File: src/rtl/ps2_key_decoder_pkg.sv
// Shared scan-code constants, decode/emit state encodings and the scan-code to ASCII map
// for the PS/2 key decoder.
package ps2_key_decoder_pkg;

   localparam int unsigned FRAME_BITS = 11;

   localparam logic [7:0] SC_BREAK  = 8'hF0;
   localparam logic [7:0] SC_EXT    = 8'hE0;
   localparam logic [7:0] SC_LSHIFT = 8'h12;
   localparam logic [7:0] SC_RSHIFT = 8'h59;

   typedef logic [1:0] decode_state_t;
   localparam decode_state_t D_IDLE      = 2'd0;
   localparam decode_state_t D_BREAK     = 2'd1;
   localparam decode_state_t D_EXT       = 2'd2;
   localparam decode_state_t D_EXT_BREAK = 2'd3;

   typedef logic [1:0] emit_state_t;
   localparam emit_state_t E_IDLE = 2'd0;
   localparam emit_state_t E_CHAR = 2'd1;
   localparam emit_state_t E_ADV  = 2'd2;
   localparam emit_state_t E_CLR  = 2'd3;

   function automatic logic is_shift(input logic [7:0] code);
      return (code == SC_LSHIFT) || (code == SC_RSHIFT);
   endfunction

   // Returns 0 for codes outside the renderer's glyph set.
   function automatic logic [7:0] scan_to_ascii(input logic [7:0] code, input logic shift);
      logic [7:0] ch;
      ch = 8'h00;
      case (code)
         8'h1C: ch = 8'h61;  8'h32: ch = 8'h62;  8'h21: ch = 8'h63;  8'h23: ch = 8'h64;
         8'h24: ch = 8'h65;  8'h2B: ch = 8'h66;  8'h34: ch = 8'h67;  8'h33: ch = 8'h68;
         8'h43: ch = 8'h69;  8'h3B: ch = 8'h6A;  8'h42: ch = 8'h6B;  8'h4B: ch = 8'h6C;
         8'h3A: ch = 8'h6D;  8'h31: ch = 8'h6E;  8'h44: ch = 8'h6F;  8'h4D: ch = 8'h70;
         8'h15: ch = 8'h71;  8'h2D: ch = 8'h72;  8'h1B: ch = 8'h73;  8'h2C: ch = 8'h74;
         8'h3C: ch = 8'h75;  8'h2A: ch = 8'h76;  8'h1D: ch = 8'h77;  8'h22: ch = 8'h78;
         8'h35: ch = 8'h79;  8'h1A: ch = 8'h7A;
         8'h45: ch = 8'h30;  8'h16: ch = 8'h31;  8'h1E: ch = 8'h32;  8'h26: ch = 8'h33;
         8'h25: ch = 8'h34;  8'h2E: ch = 8'h35;  8'h36: ch = 8'h36;  8'h3D: ch = 8'h37;
         8'h3E: ch = 8'h38;  8'h46: ch = 8'h39;
         8'h29: ch = 8'h20;
         8'h4E: ch = 8'h2D;
         8'h55: ch = 8'h3D;
         8'h5D: ch = shift ? 8'h7C : 8'h00;
         default: ch = 8'h00;
      endcase
      if (shift && (ch >= 8'h61) && (ch <= 8'h7A))
         ch = ch - 8'h20;
      return ch;
   endfunction

endpackage

File: src/rtl/ps2_key_decoder_if.sv
// PS/2 line inputs and renderer-facing outputs of the key decoder.
interface ps2_key_decoder_if;
   logic       iPS2_CLK;
   logic       iPS2_DAT;
   logic [7:0] oKeyChar;
   logic       oAdvanceCursor;
   logic       oParityErr;
   logic       oOverrun;

   modport master (
      output iPS2_CLK, iPS2_DAT,
      input  oKeyChar, oAdvanceCursor, oParityErr, oOverrun
   );

   modport slave (
      input  iPS2_CLK, iPS2_DAT,
      output oKeyChar, oAdvanceCursor, oParityErr, oOverrun
   );
endinterface

File: src/rtl/ps2_key_decoder_frame_rx.sv
// PS/2 frame receiver: line synchronisers, bit counter with inter-bit timeout,
// start/stop/parity check. Emits one-cycle valid or err pulses.
module ps2_frame_rx
   import ps2_key_decoder_pkg::*;
#(
   parameter int unsigned TIMEOUT_CYCLES = 5000
) (
   input  logic       clk,
   input  logic       rst_n,
   input  logic       ps2_clk,
   input  logic       ps2_dat,
   output logic [7:0] data,
   output logic       valid,
   output logic       err
);

   localparam int unsigned TW       = (TIMEOUT_CYCLES > 1) ? $clog2(TIMEOUT_CYCLES) : 1;
   localparam logic [3:0]  LAST_BIT = 4'(FRAME_BITS - 1);

   logic [2:0]    clk_sync;
   logic [1:0]    dat_sync;
   logic [3:0]    bit_cnt;
   logic [9:0]    shreg;
   logic [TW-1:0] timer;
   logic          fall;
   logic [10:0]   frame;

   assign fall  = clk_sync[2] & ~clk_sync[1];
   // The stop bit is taken straight from the synchroniser so the check happens on its own fall.
   assign frame = {dat_sync[1], shreg};

   always_ff @(posedge clk or negedge rst_n) begin
      if (!rst_n) begin
         clk_sync <= '1;
         dat_sync <= '1;
         bit_cnt  <= '0;
         shreg    <= '0;
         timer    <= '0;
         data     <= '0;
         valid    <= 1'b0;
         err      <= 1'b0;
      end else begin
         clk_sync <= {clk_sync[1:0], ps2_clk};
         dat_sync <= {dat_sync[0], ps2_dat};
         valid    <= 1'b0;
         err      <= 1'b0;
         if (fall) begin
            timer <= '0;
            if (bit_cnt == LAST_BIT) begin
               bit_cnt <= '0;
               if (!frame[0] && frame[10] && (^frame[9:1])) begin
                  valid <= 1'b1;
                  data  <= frame[8:1];
               end else begin
                  err <= 1'b1;
               end
            end else begin
               shreg   <= {dat_sync[1], shreg[9:1]};
               bit_cnt <= bit_cnt + 4'd1;
            end
         end else if (bit_cnt != '0) begin
            if (timer == TW'(TIMEOUT_CYCLES - 1)) begin
               bit_cnt <= '0;
               timer   <= '0;
            end else begin
               timer <= timer + 1'b1;
            end
         end
      end
   end

endmodule

File: src/rtl/ps2_key_decoder.sv
// PS/2 keyboard to character-stream decoder for the text renderer.
// Optional PS2_REPEAT_FILTER_EN suppresses typematic repeats of the held key.
module ps2_key_decoder
   import ps2_key_decoder_pkg::*;
#(
   parameter int unsigned CLK_HZ     = 25_000_000,
   parameter int unsigned TIMEOUT_US = 200,
   parameter int unsigned ADV_PULSE  = 2
) (
   input  logic              iVGA_CLK,
   input  logic              iRST_n,
   ps2_key_decoder_if.slave  bus
);

   localparam int unsigned TIMEOUT_CYCLES = CLK_HZ / 1_000_000 * TIMEOUT_US;
   localparam int unsigned AW = (ADV_PULSE > 1) ? $clog2(ADV_PULSE) : 1;

   logic [7:0]    rx_data;
   logic          rx_valid;
   logic          rx_err;

   decode_state_t d_state;
   logic          shift_on;
   logic          new_valid;
   logic [7:0]    new_char;

   emit_state_t   e_state;
   logic [AW-1:0] adv_cnt;
   logic [7:0]    key_char;
   logic          adv;
   logic          overrun;
   logic          hold_valid;
   logic [7:0]    hold_char;
   logic          take_hold;
   logic          take_new;

`ifdef PS2_REPEAT_FILTER_EN
   logic [7:0]    last_key;
`endif

   ps2_frame_rx #(
      .TIMEOUT_CYCLES(TIMEOUT_CYCLES)
   ) u_rx (
      .clk     (iVGA_CLK),
      .rst_n   (iRST_n),
      .ps2_clk (bus.iPS2_CLK),
      .ps2_dat (bus.iPS2_DAT),
      .data    (rx_data),
      .valid   (rx_valid),
      .err     (rx_err)
   );

   // Prefix and shift codes all map to 0, so a nonzero translation implies a printable make.
   always_comb begin
      new_char  = scan_to_ascii(rx_data, shift_on);
      new_valid = rx_valid && (d_state == D_IDLE) && (new_char != 8'h00);
`ifdef PS2_REPEAT_FILTER_EN
      if (rx_data == last_key)
         new_valid = 1'b0;
`endif
   end

   always_ff @(posedge iVGA_CLK or negedge iRST_n) begin
      if (!iRST_n) begin
         d_state  <= D_IDLE;
         shift_on <= 1'b0;
`ifdef PS2_REPEAT_FILTER_EN
         last_key <= '0;
`endif
      end else if (rx_valid) begin
         case (d_state)
            D_IDLE: begin
               if (rx_data == SC_BREAK) begin
                  d_state <= D_BREAK;
               end else if (rx_data == SC_EXT) begin
                  d_state <= D_EXT;
               end else begin
                  if (is_shift(rx_data))
                     shift_on <= 1'b1;
`ifdef PS2_REPEAT_FILTER_EN
                  last_key <= rx_data;
`endif
               end
            end
            D_BREAK: begin
               if (is_shift(rx_data))
                  shift_on <= 1'b0;
`ifdef PS2_REPEAT_FILTER_EN
               if (rx_data == last_key)
                  last_key <= '0;
`endif
               d_state <= D_IDLE;
            end
            D_EXT:   d_state <= (rx_data == SC_BREAK) ? D_EXT_BREAK : D_IDLE;
            default: d_state <= D_IDLE;
         endcase
      end
   end

   // An idle emitter takes a fresh character directly so oKeyChar follows acceptance by one cycle.
   assign take_hold = (e_state == E_IDLE) && hold_valid;
   assign take_new  = (e_state == E_IDLE) && !hold_valid && new_valid;

   always_ff @(posedge iVGA_CLK or negedge iRST_n) begin
      if (!iRST_n) begin
         e_state    <= E_IDLE;
         adv_cnt    <= '0;
         key_char   <= '0;
         adv        <= 1'b0;
         overrun    <= 1'b0;
         hold_valid <= 1'b0;
         hold_char  <= '0;
      end else begin
         overrun <= 1'b0;
         case (e_state)
            E_IDLE: begin
               if (hold_valid) begin
                  key_char <= hold_char;
                  e_state  <= E_CHAR;
               end else if (new_valid) begin
                  key_char <= new_char;
                  e_state  <= E_CHAR;
               end
            end
            E_CHAR: begin
               adv     <= 1'b1;
               adv_cnt <= '0;
               e_state <= E_ADV;
            end
            E_ADV: begin
               if (adv_cnt == AW'(ADV_PULSE - 1)) begin
                  adv      <= 1'b0;
                  key_char <= '0;
                  e_state  <= E_CLR;
               end else begin
                  adv_cnt <= adv_cnt + 1'b1;
               end
            end
            default: e_state <= E_IDLE;
         endcase

         if (take_hold)
            hold_valid <= 1'b0;
         if (new_valid && !take_new) begin
            if (hold_valid && !take_hold) begin
               overrun <= 1'b1;
            end else begin
               hold_valid <= 1'b1;
               hold_char  <= new_char;
            end
         end
      end
   end

   assign bus.oKeyChar       = key_char;
   assign bus.oAdvanceCursor = adv;
   assign bus.oParityErr     = rx_err;
   assign bus.oOverrun       = overrun;

endmodule

File: src/flat_wrapper.sv
// flat-port wrapper written by rule: the top's interface ports become plain ports
module ps2_key_decoder_flat import ps2_key_decoder_pkg::*;
#(
   parameter int unsigned CLK_HZ     = 25_000_000,
   parameter int unsigned TIMEOUT_US = 200,
   parameter int unsigned ADV_PULSE  = 2
)
  (iVGA_CLK, iRST_n, bus_iPS2_CLK, bus_iPS2_DAT, bus_oKeyChar, bus_oAdvanceCursor, bus_oParityErr, bus_oOverrun);
  ps2_key_decoder_if bus_i ();
  input  logic iVGA_CLK;
  input  logic iRST_n;
  input wire logic [$bits(bus_i.iPS2_CLK)-1:0] bus_iPS2_CLK;
  input wire logic [$bits(bus_i.iPS2_DAT)-1:0] bus_iPS2_DAT;
  output wire logic [$bits(bus_i.oKeyChar)-1:0] bus_oKeyChar;
  output wire logic [$bits(bus_i.oAdvanceCursor)-1:0] bus_oAdvanceCursor;
  output wire logic [$bits(bus_i.oParityErr)-1:0] bus_oParityErr;
  output wire logic [$bits(bus_i.oOverrun)-1:0] bus_oOverrun;
  assign bus_i.iPS2_CLK = bus_iPS2_CLK;
  assign bus_i.iPS2_DAT = bus_iPS2_DAT;
  assign bus_oKeyChar = bus_i.oKeyChar;
  assign bus_oAdvanceCursor = bus_i.oAdvanceCursor;
  assign bus_oParityErr = bus_i.oParityErr;
  assign bus_oOverrun = bus_i.oOverrun;
  ps2_key_decoder #(.CLK_HZ(CLK_HZ), .TIMEOUT_US(TIMEOUT_US), .ADV_PULSE(ADV_PULSE)) u_core (.iVGA_CLK(iVGA_CLK), .iRST_n(iRST_n), .bus(bus_i));
endmodule
File: config.mk
export PLATFORM = sky130hd
export DESIGN_NAME = ps2_key_decoder_flat
export DESIGN_NICKNAME = d
export VERILOG_FILES = /design/src/rtl/ps2_key_decoder_pkg.sv /design/src/rtl/ps2_key_decoder_if.sv /design/src/rtl/ps2_key_decoder_frame_rx.sv /design/src/rtl/ps2_key_decoder.sv /design/src/flat_wrapper.sv
export SDC_FILE = /design/constraint.sdc
export NUM_CORES = 1
export LEC_CHECK = 0
export CAP_MARGIN = 20
export CORE_UTILIZATION = 44
export DETAILED_ROUTE_END_ITERATION = 12
export PLACE_DENSITY = 0.68
export SYNTH_ARGS = -nofsm -noshare
export SYNTH_HDL_FRONTEND = slang
export SYNTH_HIERARCHICAL = 1
export SYNTH_SLANG_ARGS = --single-unit
export TNS_END_PERCENT = 100
File: constraint.sdc
create_clock -name iVGA_CLK -period 4.57 [get_ports iVGA_CLK]
set_input_delay 0.6855 -clock iVGA_CLK [delete_from_list [all_inputs] [get_ports iVGA_CLK]]
set_output_delay 0.6855 -clock iVGA_CLK [all_outputs]
set_load 0.03 [all_outputs]
# == After elaboration in Yosys (flattened, before gate mapping) ==
# Cells that the tools add are included.
# classes
n_addsub,4
order_cmp,2
eq_ne,57
muxes,42
bitwise,4
reduce_logical,35
# ops
operator,n
case mux 8 bit (40 select lines),1
== test 8 x 6 -> 1 bit (second input constant),23
== test 8 x 7 -> 1 bit (second input constant),11
== test 8 x 5 -> 1 bit (second input constant),8
two-way mux 13 bit,3
two-way mux 8 bit,4
two-way mux 1 bit,17
== test 8 bit (second input constant),2
two-way mux 4 bit,4
case mux 8 bit (2 select lines),1
adder 13 x 1 -> 13 bit (second input constant),1
== test 13 bit (second input constant),1
two-way mux 2 bit,6
AND reduction 2 bit,6
logical AND 1 bit,11
nonzero test 2 bit,5
XOR reduction 9 bit,1
>= comparator 8 x 7 -> 1 bit (second input constant),1
less-or-equal comparator 8 x 7 -> 1 bit (second input constant),1
nonzero test 8 bit,1
subtractor 8 x 6 -> 8 bit (second input constant),1
two-way mux 7 bit,1
!= test 2 bit (second input constant),3
case mux 1 bit (2 select lines),3
18 further kinds,28
# word_totals
register_bits,67
in_bits,4
output_inout_bits,11
word_cells,161

# == Longest topological paths before layout ==
# depth
depth_word,12
depth_mapped,11
mapped_depth_nobuf,9

# == By module ==
# The synthesis kept the hierarchy.
# by_module_without_submodules
mod,n_inst,cells_each,area_each_um2,seq_area_each_um2
ps2_key_decoder,1,233,2120.8,625.6
ps2_frame_rx,1,162,1944.4,1057.3

# == Worst setup path after synthesis ==
# Ideal clock, no wire load.
# synth_path
path_type,register to register
from,reg u_core.u_rx.data[5]
to,reg u_core.key_char[6] (netlist: u_core/bus.oKeyChar[6])
setup_time_ns,0.126
arrival_time_ns,2.546
required_ns,4.444
path_slack_ns,1.898
stages_incl_launch_ff,10
path_buffers,2
synth_period_minus_slack_ns,2.672
cell_sequence,dfrtp_1 > or4b_1 > clkbuf_1 > nor4_2 > nor4_4 > and3_1 > clkbuf_1 > ha_1 > a41oi_1 > a221o_1
# synth_via
elab_chain_cells,10
word_cells_on_any_way,54
cone_classes,add/sub: 1; order compare: 2; eq/ne: 41; mux: 5; reduce/logical: 5
# synth_rtl
item,line_no,text
from (decl),ps2_key_decoder_frame_rx.sv:12,"output logic [7:0] data,"
from (signal assigned),ps2_key_decoder_frame_rx.sv:53,data <= frame[8:1];
== test 8 x 7 -> 1 bit (tied with other cells),ps2_key_decoder_pkg.sv:32,case (code)
case mux 8 bit (40 select lines) (*),ps2_key_decoder_pkg.sv:32,
>= comparator 8 x 7 -> 1 bit,ps2_key_decoder_pkg.sv:49,if (shift && (ch >= 8'h61) && (ch <= 8'h7A))
logical AND 1 bit (2 in a row),ps2_key_decoder_pkg.sv:49,
two-way mux 8 bit (*),ps2_key_decoder_pkg.sv:49,
nonzero test 8 bit,ps2_key_decoder.sv:56,new_valid = rx_valid && (d_state == D_IDLE) && (new_char != 8'h00);
logical AND 1 bit,ps2_key_decoder.sv:56,
!= test 3 x 1 -> 1 bit (no source line),-,
AND reduction 3 bit (no source line),-,
to (signal assigned),ps2_key_decoder.sv:118,key_char <= hold_char;
to (signal assigned),ps2_key_decoder.sv:121,key_char <= new_char;
to (decl),ps2_key_decoder.sv:29,logic [7:0] key_char;
# Every way passes the cells marked *; elsewhere a longest branch is shown, timed or not. The select of a mux whose other input is x is not followed.
# A chain may end at the register's enable or synchronous reset.

# == Worst setup path in the final report ==
# layout_path
from,reg u_core.u_rx.data[4]
to,reg u_core.hold_char[7]
# layout_via
elab_chain_cells,12
word_cells_on_any_way,53
cone_classes,add/sub: 1; order compare: 2; eq/ne: 40; mux: 2; reduce/logical: 8
# layout_rtl
item,line_no,text
== test 8 x 7 -> 1 bit (tied with other cells),ps2_key_decoder_pkg.sv:32,
case mux 8 bit (40 select lines) (*),ps2_key_decoder_pkg.sv:32,
>= comparator 8 x 7 -> 1 bit,ps2_key_decoder_pkg.sv:49,
logical AND 1 bit (2 in a row),ps2_key_decoder_pkg.sv:49,
two-way mux 8 bit (*),ps2_key_decoder_pkg.sv:49,
nonzero test 8 bit,ps2_key_decoder.sv:56,
logical AND 1 bit,ps2_key_decoder.sv:56,
logical AND 1 bit,ps2_key_decoder.sv:102,assign take_new = (e_state == E_IDLE) && !hold_valid && new_valid;
logical NOT 1 bit,ps2_key_decoder.sv:144,if (new_valid && !take_new) begin
logical AND 1 bit,ps2_key_decoder.sv:144,
AND reduction 2 bit (no source line),-,
to (signal assigned),ps2_key_decoder.sv:149,hold_char <= new_char;
to (decl),ps2_key_decoder.sv:33,logic [7:0] hold_char;
# Every way passes the cells marked *; elsewhere a longest branch is shown, timed or not.

==> impl_results.md <==
- Status: finished clean
- Vias in the first global route: 3,028
- Post-detail-place hpwl: 6050 um
- Critical Path, Cell by Cell: nor4bb_1 -> nand3_1 -> o22ai_1 -> nor4b_2 -> a311oi_4 -> nand3_2 -> mux2_2
- Layout cell share with drive strength beyond 1: 0.170
- CTS resizes: 0
- Mux contribution to synthesized area: 0.108
- FP Rows: 34
- Layout Nets: 412
- Leak: 0.00190 uW
- IO Port Bufs: 14
- Critical path peak fanout: 22
- Top-count cell post-synth: dfrtp_1
- Slew Limit Fails: 0
- CP Capture Type: register
- Crit path required time: 4.80 ns
- Commonest cells in the netlist: dfrtp_1 (62), mux2_2 (28), nor2_1 (24), nand2_1 (23), inv_1 (20)
- Post-CTS setup buffer count: 0
- Die H: 98.1 um
- Final setup viols: 0
- Share of Yosys cell area claimed by the top area cell type: 0.382
- Post-synth EDFFs: 0
- H-tree lvl count: 3
- Syn Inst Count: 395
- Area leader, netlist: dfrtp_1
- Initial Util: 0.459
- Setup TNS: 0 ns
- Met2 Track Usage GR: 0.299
- Antenna-violating nets left: 0
- Setup crit start kind: register
- Library cells used by synthesis: 67
- Max_slew headroom: 0.398
- Synth Area in Adders: 0.0271
- # DRC: 0
- Area occupied by multi-input gates: 2210 sq um
- Sequential area share after synthesis: 0.414
- Grt met1 use: 0.261
- Largest net degree at the start of global routing: 38
- Setup CP Type: reg -> reg
- Max capacitance violation total: 0
- Final count of hold timing violations: 0
- Die W: 98.1 um
- Asr flop ratio synth: 1.00
- First-pass detailed-route iteration total: 5
- I/O Pins: 15
- Initial antenna violation count: 0
- CTS tree: built
- VDD IR max: 0.361 mV
- Top_reg_cell synth: dfrtp_1
- Max clock buf depth: 2
- GR Util met3: 0.0415
- Antenna fix cells: 0
- Clock Skew: 0.0177 ns
- Largest family of logic cells by synthesized area: simple AND/OR/NAND/NOR gates
- Post-Synth XOR/XNOR Area: 0.0434
- Clock-pin slew on the worst setup and hold paths: 0.08 ns
- HP Class: reg -> reg
- GR peak layer: met2
- Register area: 1680 sq um
- Critical path arrival: 3.65 ns
- FILL cells: 808
- Total global-route track usage: 0.195
- Yosys warnings: 6
- Layout Area Growth over Synthesis: 10.8%
- GP Congestion: 0.916
- Sink Count: 67
- Slowest CP cell: dfrtp_1
- Hold WS: 0.360 ns
- Grt total ovfl: 0
- Drt total wl: 8770 um
- Largest stage delay, worst path: 0.83 ns
- Post-synth net total: 407
- Total die area: 9630 sq um
- Compound-gate portion of the synthesized area: 0.155
- Reg2reg path depth: 7
- Final Cycle Share: 0.749
- Max Freq: 292 MHz
- Synth area leaders: dfrtp_1 (38%), mux2_2 (7.8%), dfstp_2 (3.2%)
- Mapped Area: 4070 sq um
- Hold_buf cts: 0
- Core area: 8850 sq um
- Register bit count reported by yosys: 67
- Synth Area in Simple Gates: 0.211
- Root buffer cell: clkbuf_8
- Worst hold stages: 0
- CTS Buf Count: 9
- RSZ-0062 raised after global routing: no
- Slew of the pin with the lowest slew margin: 0.904 ns
- First DRT Iteration DRCs: 303
- Post-Syn Area per Cell: 10.3 sq um
- First-pass GRT wire length: 14,800 um
- Vias: 3,086
- WL/cell: 17.1 um
- Min Tclk post-route: 3.42 ns
- PwrDens: 438 nW/um^2
- Clock latency on the worst-skew pair: 0.36 ns
- Avg Vias per Cell: 6.02
-- routing by layer --
metal / share of wire / vias up
li1: - / 1461
met2: 0.46 / 98
met4: 0.030 / 0
met1: 0.47 / 1496
met3: 0.045 / 31
met5: 0 / -
-- report_power, final --
group          internal, uW  switching (uW)  total (uW)
Combinational           276             256         532
Sequential              684             155         838
Clock                   365             240         605
Total                  1320             651        1970
-- layout make-up --
cell class / instances / area share
Timing Repair Buffer: 17 / 0.0350
Inverter: 20 / 0.0167
Clock buffer: 10 / 0.0283
Sequential cell: 67 / 0.374
Clock inverter: 6 / 0.0250
Tap cell: 108 / 0.0300
Multi-Input combinational cell: 285 / 0.491
-- cells by family after synthesis --
kind of cell / count (synthesis)
xor+xnor: 17
compound gates: 83
buf+inv: 43
simple gates: 137
fa+ha+maj: 9
mux: 39
flops: 67
-- critical path, delay by kind of cell, from the launching register on --
family | cells | cell delay (ns)
DFF | 1 | 0.83
AOI/OAI and AO/OA | 2 | 0.75
muxes | 1 | 0.35
and+or+nand+nor | 4 | 1.36
-- registers in the layout (all words and copies together) (netlist names) --
register / flops
u_core/hold_char: 8
u_core/u_rx/shreg: 10
u_core/u_rx/data: 8
u_core/bus.oOverrun: 1
u_core/u_rx/valid: 1
u_core/u_rx/err: 1
u_core/shift_on: 1
u_core/u_rx/dat_sync: 2
u_core/bus.oAdvanceCursor: 1
u_core/u_rx/bit_cnt: 4
u_core/d_state: 2
u_core/hold_valid: 1
u_core/u_rx/clk_sync: 3
u_core/adv_cnt: 1
u_core/bus.oKeyChar: 8
u_core/u_rx/timer: 13
u_core/e_state: 2
-- layout by cell type, fill, tap and decap left out, types with 3 or more instances in the layout --
master	n
dfrtp_1	62
mux2_2	28
nor2_1	24
nand2_1	23
inv_1	20
nand3_1	19
o21ai_0	18
clkdlybuf4s50_1	13
a21oi_1	13
xnor2_1	12
mux2i_1	10
clkbuf_8	9
nor2b_1	9
nand2b_1	9
and2_1	8
ha_1	8
a211oi_1	5
and3_1	5
dfstp_2	5
nand4_1	4
nor3_1	4
a221o_1	4
a2111oi_0	4
bufinv_16	3
xor2_1	3
nor4b_2	3
o22ai_1	3
nor3b_1	3
a22oi_1	3
o211a_1	3
a22o_1	3
o32ai_1	3
a211o_1	3
nor4b_1	3
buf_4	3
-- path summary, 6_finish.rpt --
check                                                   from                                end  slack (ns)
min                        u_core/u_rx/clk_sync[0]$_DFF_PN1_  u_core/u_rx/clk_sync[1]$_DFF_PN1_        0.36
min reg2reg                u_core/u_rx/clk_sync[0]$_DFF_PN1_  u_core/u_rx/clk_sync[1]$_DFF_PN1_        0.36
min in group asynchronous                             iRST_n    u_core/hold_char[2]$_DFFE_PN0P_        0.38
max reg2reg                  u_core/u_rx/data[4]$_DFFE_PN0P_    u_core/hold_char[7]$_DFFE_PN0P_        1.15
max in group asynchronous                             iRST_n  u_core/u_rx/dat_sync[1]$_DFF_PN1_        3.22
max                          u_core/u_rx/data[4]$_DFFE_PN0P_    u_core/hold_char[7]$_DFFE_PN0P_        1.15
-- metrics by stage --
stage | area, sq um | utilization | std cells | total power (uW) | setup slack, ns
floorplan | 4070 | - | 395 | 1250 | 1.90
global placement | 4260 | 0.482 | 497 | 1370 | 1.32
detailed placement | 4260 | 0.482 | 497 | 1390 | 1.24
CTS | 4500 | 0.509 | 513 | 2000 | 1.26
global route | 4500 | 0.509 | 513 | 2090 | 0.938
finish | 4500 | 0.509 | 513 | 1970 | 1.15
Note: power is estimated with default switching activity, not from simulation.
